$ cat src/rtl/anton_neopixel_decoder.sv
// anton_neopixel_decoder: receive side of a WS2812-style single-wire stream.
// Samples the line through a 2-FF synchronizer, decodes bits by high-pulse width,
// assembles MSB-first bytes with a buffer address and reports frames on each sync.
// Optional build macro ANTON_NEOPIXEL_DECODER_FWD_EN adds neoDataFwd, which
// replays the line from the fourth byte of each frame for chaining.
//
// state     | meaning
// WAIT_SYNC | data ignored until a full low period (after reset or stuck error)
// IDLE      | synced, between frames, waiting for the first rise
// LOW       | inside a frame, line low between bits
// HIGH      | inside a frame, measuring a high pulse
`timescale 1ns/1ps

`ifndef BUFFER_END_DEFAULT
`define BUFFER_END_DEFAULT 7
`endif
`ifndef RESET_DELAY_DEFAULT
`define RESET_DELAY_DEFAULT 20
`endif

module anton_neopixel_decoder #(
    parameter int BUFFER_END  = `BUFFER_END_DEFAULT,
    parameter int RESET_DELAY = `RESET_DELAY_DEFAULT,
    parameter int ONE_MIN     = 4,
    parameter int MAX_HIGH    = 7
) (
    input  logic                                   clk6_4mhz,
    input  logic                                   reset,
    input  logic                                   neoDataIn,
    output logic [7:0]                             dataByte,
    output logic                                   dataValid,
    output logic [$clog2(BUFFER_END + 1) - 1:0]    byteAddr,
    output logic                                   frameDone,
    output logic [$clog2(BUFFER_END + 1):0]        frameLen,
    output logic                                   errGlitch,
    output logic                                   errStuck,
    output logic                                   errOverflow,
    output logic                                   synced
`ifdef ANTON_NEOPIXEL_DECODER_FWD_EN
    ,
    output logic                                   neoDataFwd
`endif
);

    localparam int BUFFER_BITS = $clog2(BUFFER_END + 1);
    localparam int LOW_W       = $clog2(RESET_DELAY + 1);
    localparam logic [LOW_W-1:0]     LOW_SYNC   = LOW_W'(RESET_DELAY);
    localparam logic [BUFFER_BITS:0] BYTE_SAT   = (BUFFER_BITS + 1)'(BUFFER_END + 1);
    localparam logic [3:0]           ONE_MIN_C  = 4'(ONE_MIN);
    localparam logic [3:0]           MAX_HIGH_C = 4'(MAX_HIGH);

    typedef enum logic [1:0] {WAIT_SYNC, IDLE, LOW, HIGH} state_t;

    logic                   sync1_q, line_q, prev_q;
    logic                   rise, fall;
    logic [3:0]             high_cnt_q;
    logic [LOW_W-1:0]       low_cnt_q;
    state_t                 state_q;
    logic [7:0]             shreg_q, shreg_d;
    logic [2:0]             bit_cnt_q;
    logic [BUFFER_BITS:0]   byte_cnt_q;
    logic [7:0]             data_byte_q;
    logic                   data_valid_q;
    logic [BUFFER_BITS-1:0] byte_addr_q;
    logic                   frame_done_q;
    logic [BUFFER_BITS:0]   frame_len_q;
    logic                   err_glitch_q, err_stuck_q, err_overflow_q;
    logic                   synced_q;
    logic                   clr_pend_q;

    assign rise    = line_q & ~prev_q;
    assign fall    = ~line_q & prev_q;
    assign shreg_d = {shreg_q[6:0], (high_cnt_q >= ONE_MIN_C)};

    // Synchronize the pin, keep an edge-detect copy and measure high/low run lengths.
    always_ff @(posedge clk6_4mhz) begin
        if (reset) begin
            sync1_q    <= 1'b0;
            line_q     <= 1'b0;
            prev_q     <= 1'b0;
            high_cnt_q <= '0;
            low_cnt_q  <= '0;
        end else begin
            sync1_q <= neoDataIn;
            line_q  <= sync1_q;
            prev_q  <= line_q;
            if (line_q) begin
                high_cnt_q <= (high_cnt_q == 4'hF) ? high_cnt_q : high_cnt_q + 4'd1;
                low_cnt_q  <= '0;
            end else begin
                high_cnt_q <= '0;
                low_cnt_q  <= (low_cnt_q == LOW_SYNC) ? low_cnt_q : low_cnt_q + LOW_W'(1);
            end
        end
    end

    // Frame FSM: bit decode, byte assembly, sync handling and sticky error flags.
    always_ff @(posedge clk6_4mhz) begin
        if (reset) begin
            state_q        <= WAIT_SYNC;
            shreg_q        <= '0;
            bit_cnt_q      <= '0;
            byte_cnt_q     <= '0;
            data_byte_q    <= '0;
            data_valid_q   <= 1'b0;
            byte_addr_q    <= '0;
            frame_done_q   <= 1'b0;
            frame_len_q    <= '0;
            err_glitch_q   <= 1'b0;
            err_stuck_q    <= 1'b0;
            err_overflow_q <= 1'b0;
            synced_q       <= 1'b0;
            clr_pend_q     <= 1'b0;
        end else begin
            data_valid_q <= 1'b0;
            frame_done_q <= 1'b0;
            case (state_q)
                WAIT_SYNC: begin
                    if (low_cnt_q == LOW_SYNC) begin
                        synced_q <= 1'b1;
                        state_q  <= rise ? HIGH : IDLE;
                    end
                end
                IDLE, LOW: begin
                    if (state_q == LOW && low_cnt_q == LOW_SYNC) begin
                        if (bit_cnt_q != 3'd0) err_glitch_q <= 1'b1;
                        if (bit_cnt_q != 3'd0 || byte_cnt_q != '0) begin
                            frame_done_q <= 1'b1;
                            frame_len_q  <= byte_cnt_q;
                            clr_pend_q   <= 1'b1;
                        end
                        bit_cnt_q  <= '0;
                        byte_cnt_q <= '0;
                        shreg_q    <= '0;
                        state_q    <= rise ? HIGH : IDLE;
                    end else if (rise) begin
                        // First rise after a reported frame starts a clean error window.
                        if (clr_pend_q) begin
                            err_glitch_q   <= 1'b0;
                            err_overflow_q <= 1'b0;
                            clr_pend_q     <= 1'b0;
                        end
                        state_q <= HIGH;
                    end
                end
                HIGH: begin
                    if (high_cnt_q > MAX_HIGH_C) begin
                        // Stuck line: drop the partial frame silently and resync.
                        err_stuck_q <= 1'b1;
                        synced_q    <= 1'b0;
                        bit_cnt_q   <= '0;
                        byte_cnt_q  <= '0;
                        shreg_q     <= '0;
                        state_q     <= WAIT_SYNC;
                    end else if (fall) begin
                        shreg_q   <= shreg_d;
                        bit_cnt_q <= bit_cnt_q + 3'd1;
                        if (bit_cnt_q == 3'd7) begin
                            if (byte_cnt_q < BYTE_SAT) begin
                                data_byte_q  <= shreg_d;
                                data_valid_q <= 1'b1;
                                byte_addr_q  <= byte_cnt_q[BUFFER_BITS-1:0];
                                byte_cnt_q   <= byte_cnt_q + (BUFFER_BITS + 1)'(1);
                            end else begin
                                err_overflow_q <= 1'b1;
                            end
                        end
                        state_q <= LOW;
                    end
                end
                default: state_q <= WAIT_SYNC;
            endcase
        end
    end

`ifdef ANTON_NEOPIXEL_DECODER_FWD_EN
    logic fwd_gate_q, fwd_q;
    logic fwd_open;

    // The gate only changes at a rise, so a forwarded pulse is never cut short.
    assign fwd_open = synced_q && (byte_cnt_q >= (BUFFER_BITS + 1)'(3));

    // Forward the synchronized line one cycle late from the fourth byte on.
    always_ff @(posedge clk6_4mhz) begin
        if (reset) begin
            fwd_gate_q <= 1'b0;
            fwd_q      <= 1'b0;
        end else begin
            if (rise) fwd_gate_q <= fwd_open;
            fwd_q <= line_q && (rise ? fwd_open : fwd_gate_q);
        end
    end

    assign neoDataFwd = fwd_q;
`endif

    assign dataByte    = data_byte_q;
    assign dataValid   = data_valid_q;
    assign byteAddr    = byte_addr_q;
    assign frameDone   = frame_done_q;
    assign frameLen    = frame_len_q;
    assign errGlitch   = err_glitch_q;
    assign errStuck    = err_stuck_q;
    assign errOverflow = err_overflow_q;
    assign synced      = synced_q;

endmodule
$ cat config.mk
export PLATFORM = sky130hd
export DESIGN_NAME = anton_neopixel_decoder
export DESIGN_NICKNAME = d
export VERILOG_FILES = /design/src/rtl/anton_neopixel_decoder.sv
export SDC_FILE = /design/constraint.sdc
export NUM_CORES = 1
export LEC_CHECK = 0
export CORE_MARGIN = 2
export CORE_UTILIZATION = 60
export CTS_CLUSTER_SIZE = 10
export DETAILED_ROUTE_END_ITERATION = 12
export HOLD_SLACK_MARGIN = 0.1
export PLACE_DENSITY = 0.89
export REMOVE_ABC_BUFFERS = 1
export SLEW_MARGIN = 15
export SYNTH_ARGS = -nofsm -noshare
export SYNTH_HDL_FRONTEND = slang
export SYNTH_SLANG_ARGS = --single-unit
$ cat constraint.sdc
create_clock -name clk6_4mhz -period 5.3 [get_ports clk6_4mhz]
set_clock_uncertainty 0.05 [all_clocks]
set_input_delay 1.06 -clock clk6_4mhz [delete_from_list [all_inputs] [get_ports clk6_4mhz]]
set_output_delay 1.06 -clock clk6_4mhz [all_outputs]
set_load 0.1 [all_outputs]
==> impl_metrics.tcl <==
set metrics [dict create \
    grt-ovfl-total 0 \
    synth_edf_count 0 \
    fmax_ghz 0.317 \
    endpoint_kind "flop" \
    cp-start-kind "flop" \
    core_area_um2 3610 \
    leakage_uw 0.00104 \
    wl_per_cell_um 13.8 \
    grt_max_degree 27 \
    yosys.area_share.simple_pct 18.4 \
    path_cells "ha_1 -> nor2b_1 -> nand3_1 -> nor3_1 -> mux2_2" \
    die_area_um2 4220 \
    wl_um 4280 \
    cts_max_level 2 \
    hold_violations 0 \
    grt_pass1_vias 1580 \
    slew_viol_final 0 \
    areaGrowthSynthToFinish_pct 13.5 \
    root_buffer "clkbuf_8" \
    worst_slew_pin_slew_ns 1.02 \
    yosysUniqueCellTypes 42 \
    n_antenna_cell 0 \
    setup_tns_ns 0 \
    finalCritPeriodShare_pct 59.5 \
    drtIter0Drc 183 \
    drcViolationCount 0 \
    io-pin-count 24 \
    viasPerCell 5.75 \
    synth_top_family_by_area "simple AND/OR/NAND/NOR gates" \
    clkTransAtPathRegs_ns 0.08 \
    nets 279 \
    final_cell_mix "50 x dfxtp_1, 24 x nor2_1, 23 x clkdlybuf4s50_1" \
    max_stage_delay_ns 0.82 \
    critical_path_class "flop to flop" \
    dp_hpwl_um 2950 \
    firstDrtPassIters 4 \
    regToRegSetupSlack_ns 2.15 \
    postCtsResizedCells 0 \
    synth_xor_area_share_pct 1.96 \
    cts-buffers-inserted 5 \
    hold_class "flop to flop" \
    port_buffers 23 \
    ant_nets 0 \
    antenna_found_initial 0 \
    design_area_um2 2530 \
    critical_path_buf_inv_count 0 \
    cp_slowest_cell "nand3_1" \
    crit_required_ns 5.50 \
    irDropWorstVdd_uv 215 \
    critical_path_peak_fanout 14 \
    mostFrequentLayoutCell "dfxtp_1" \
    clock-sinks 50 \
    fin_crit_ns 3.15 \
    place_worst_setup_slack_ns 2.23 \
    synthesis.area_um2 2230 \
    tritoncts "done" \
    synth_seq_area_share_pct 44.8 \
    dpl_cell_area_um2 2460 \
    grt_pass1_wl_um 7460 \
    start_util_pct 61.9 \
    fin_cells 311 \
    cts_max_path_buffers 2 \
    synthAdderAreaFrac_pct 7.29 \
    critical_path_arrival_ns 3.35 \
    synth-compound-area-share_pct 16.3 \
    dieHeight_um 65.0 \
    muxShareOfSynthArea_pct 5.89 \
    setup_ws_ns 2.15 \
    ys_ff_latch 50 \
    drive_gt1_share_pct 3.80 \
    fill_cells 283 \
    die_w_um 65.0 \
    synth_ff_type "dfxtp_1" \
    powerDensity_nw_per_um2 281 \
    regArea_um2 1000 \
    grt_usage_pct 22.7 \
    vias 1787 \
    postCtsHoldBufs 0 \
    cap_viol_max_count 0 \
    path_delay_family "simple AND/OR/NAND/NOR gates" \
    rows 22 \
    syn_inst 248 \
    setup_viol 0 \
    max_slew_margin_pct 31.6 \
    async_reset_ff_share_pct 0 \
    multi_input_area_um2 1110 \
    dp.cells 304 \
    rsz0062_at_grt "no" \
    yosysWarnings 0 \
    cts_setup_buffers 0 \
    status "finished, final reports clean" \
    clkLatencyLatePin_ns 0.30 \
    place_congestion 0.790 \
    synth_area_per_cell_um2 9.00 \
]
state kept, by name, indices dropped and copies added (netlist names), 2 cells and up:
register	cells
bit_cnt_q	3
high_cnt_q	4
byteAddr	3
state_q	2
low_cnt_q	5
byte_cnt_q	4
shreg_q	7
dataByte	8
frameLen	4
stage by stage:
step,util (%),hold slack [ns],total power [uW]
finish,70.2,0.397,713
global route,70.2,0.421,748
CTS,70.2,0.401,717
detailed placement,68.1,0.383,515
global placement,68.1,0.372,513
floorplan,-,0.364,481
worst reg2reg max path, stage by stage, from the launching register on:
cell and delay [ns]:
dfxtp_1 0.41, ha_1 0.32, nor2b_1 0.81, nand3_1 0.82, nor3_1 0.48, mux2_2 0.22
cell usage after synthesis (2+ instances only):
cell | count | share of area (%)
buf_2 | 4 | 0.90
o22a_1 | 2 | 0.78
buf_4 | 2 | 0.67
a311oi_1 | 2 | 0.78
o21ai_0 | 16 | 3.6
nand4_1 | 11 | 3.1
nor2b_1 | 5 | 1.4
a21oi_1 | 21 | 4.7
nor2_1 | 24 | 4.0
a211oi_1 | 3 | 1.0
clkbuf_1 | 9 | 1.5
a31oi_1 | 5 | 1.4
nor3_1 | 8 | 1.8
nand2_1 | 12 | 2.0
ha_1 | 13 | 7.3
nand3_1 | 9 | 2.0
inv_1 | 12 | 2.0
xnor2_1 | 3 | 1.2
mux2i_1 | 12 | 5.4
dfxtp_1 | 50 | 45
xor2_1 | 2 | 0.78
nand2b_1 | 3 | 0.84
per-layer routing:
| layer | GRT usage (%) | up-vias | wire length (um) |
|---|---|---|---|
| li1 | - | 908 | - |
| met1 | 29.8 | 833 | 1960 |
| met2 | 36.6 | 38 | 2070 |
| met3 | 5.21 | 8 | 180 |
| met4 | 7.98 | 0 | 64 |
| met5 | 0 | - | 0 |
area by class of cell:
cell class / instances / area share (%)
Clock buffer: 7 / 3.01
Sequential cell: 50 / 39.5
Inverter: 12 / 1.78
Tap cell: 48 / 2.37
Timing Repair Buffer: 24 / 9.39
Multi-Input combinational cell: 170 / 43.9
where the power goes:
part	internal [uW]	total (uW)	switching [uW]
clock network	91.0	204	113
registers	382	389	6.50
logic	32.8	120	87.4
final timing paths:
path,startpoint,end,cells past startpoint
max,state_q[1],byte_cnt_q[0],5
min reg2reg,sync1_q,line_q,1
max reg2reg,state_q[1],byte_cnt_q[0],5
min,sync1_q,line_q,1
cell families after synthesis:
family / after synthesis
compound gates: 60
xor+xnor: 5
fa+ha+maj: 13
buf+inv: 28
flops: 50
mux: 13
simple gates: 79
(Power assumes the default switching activity.)
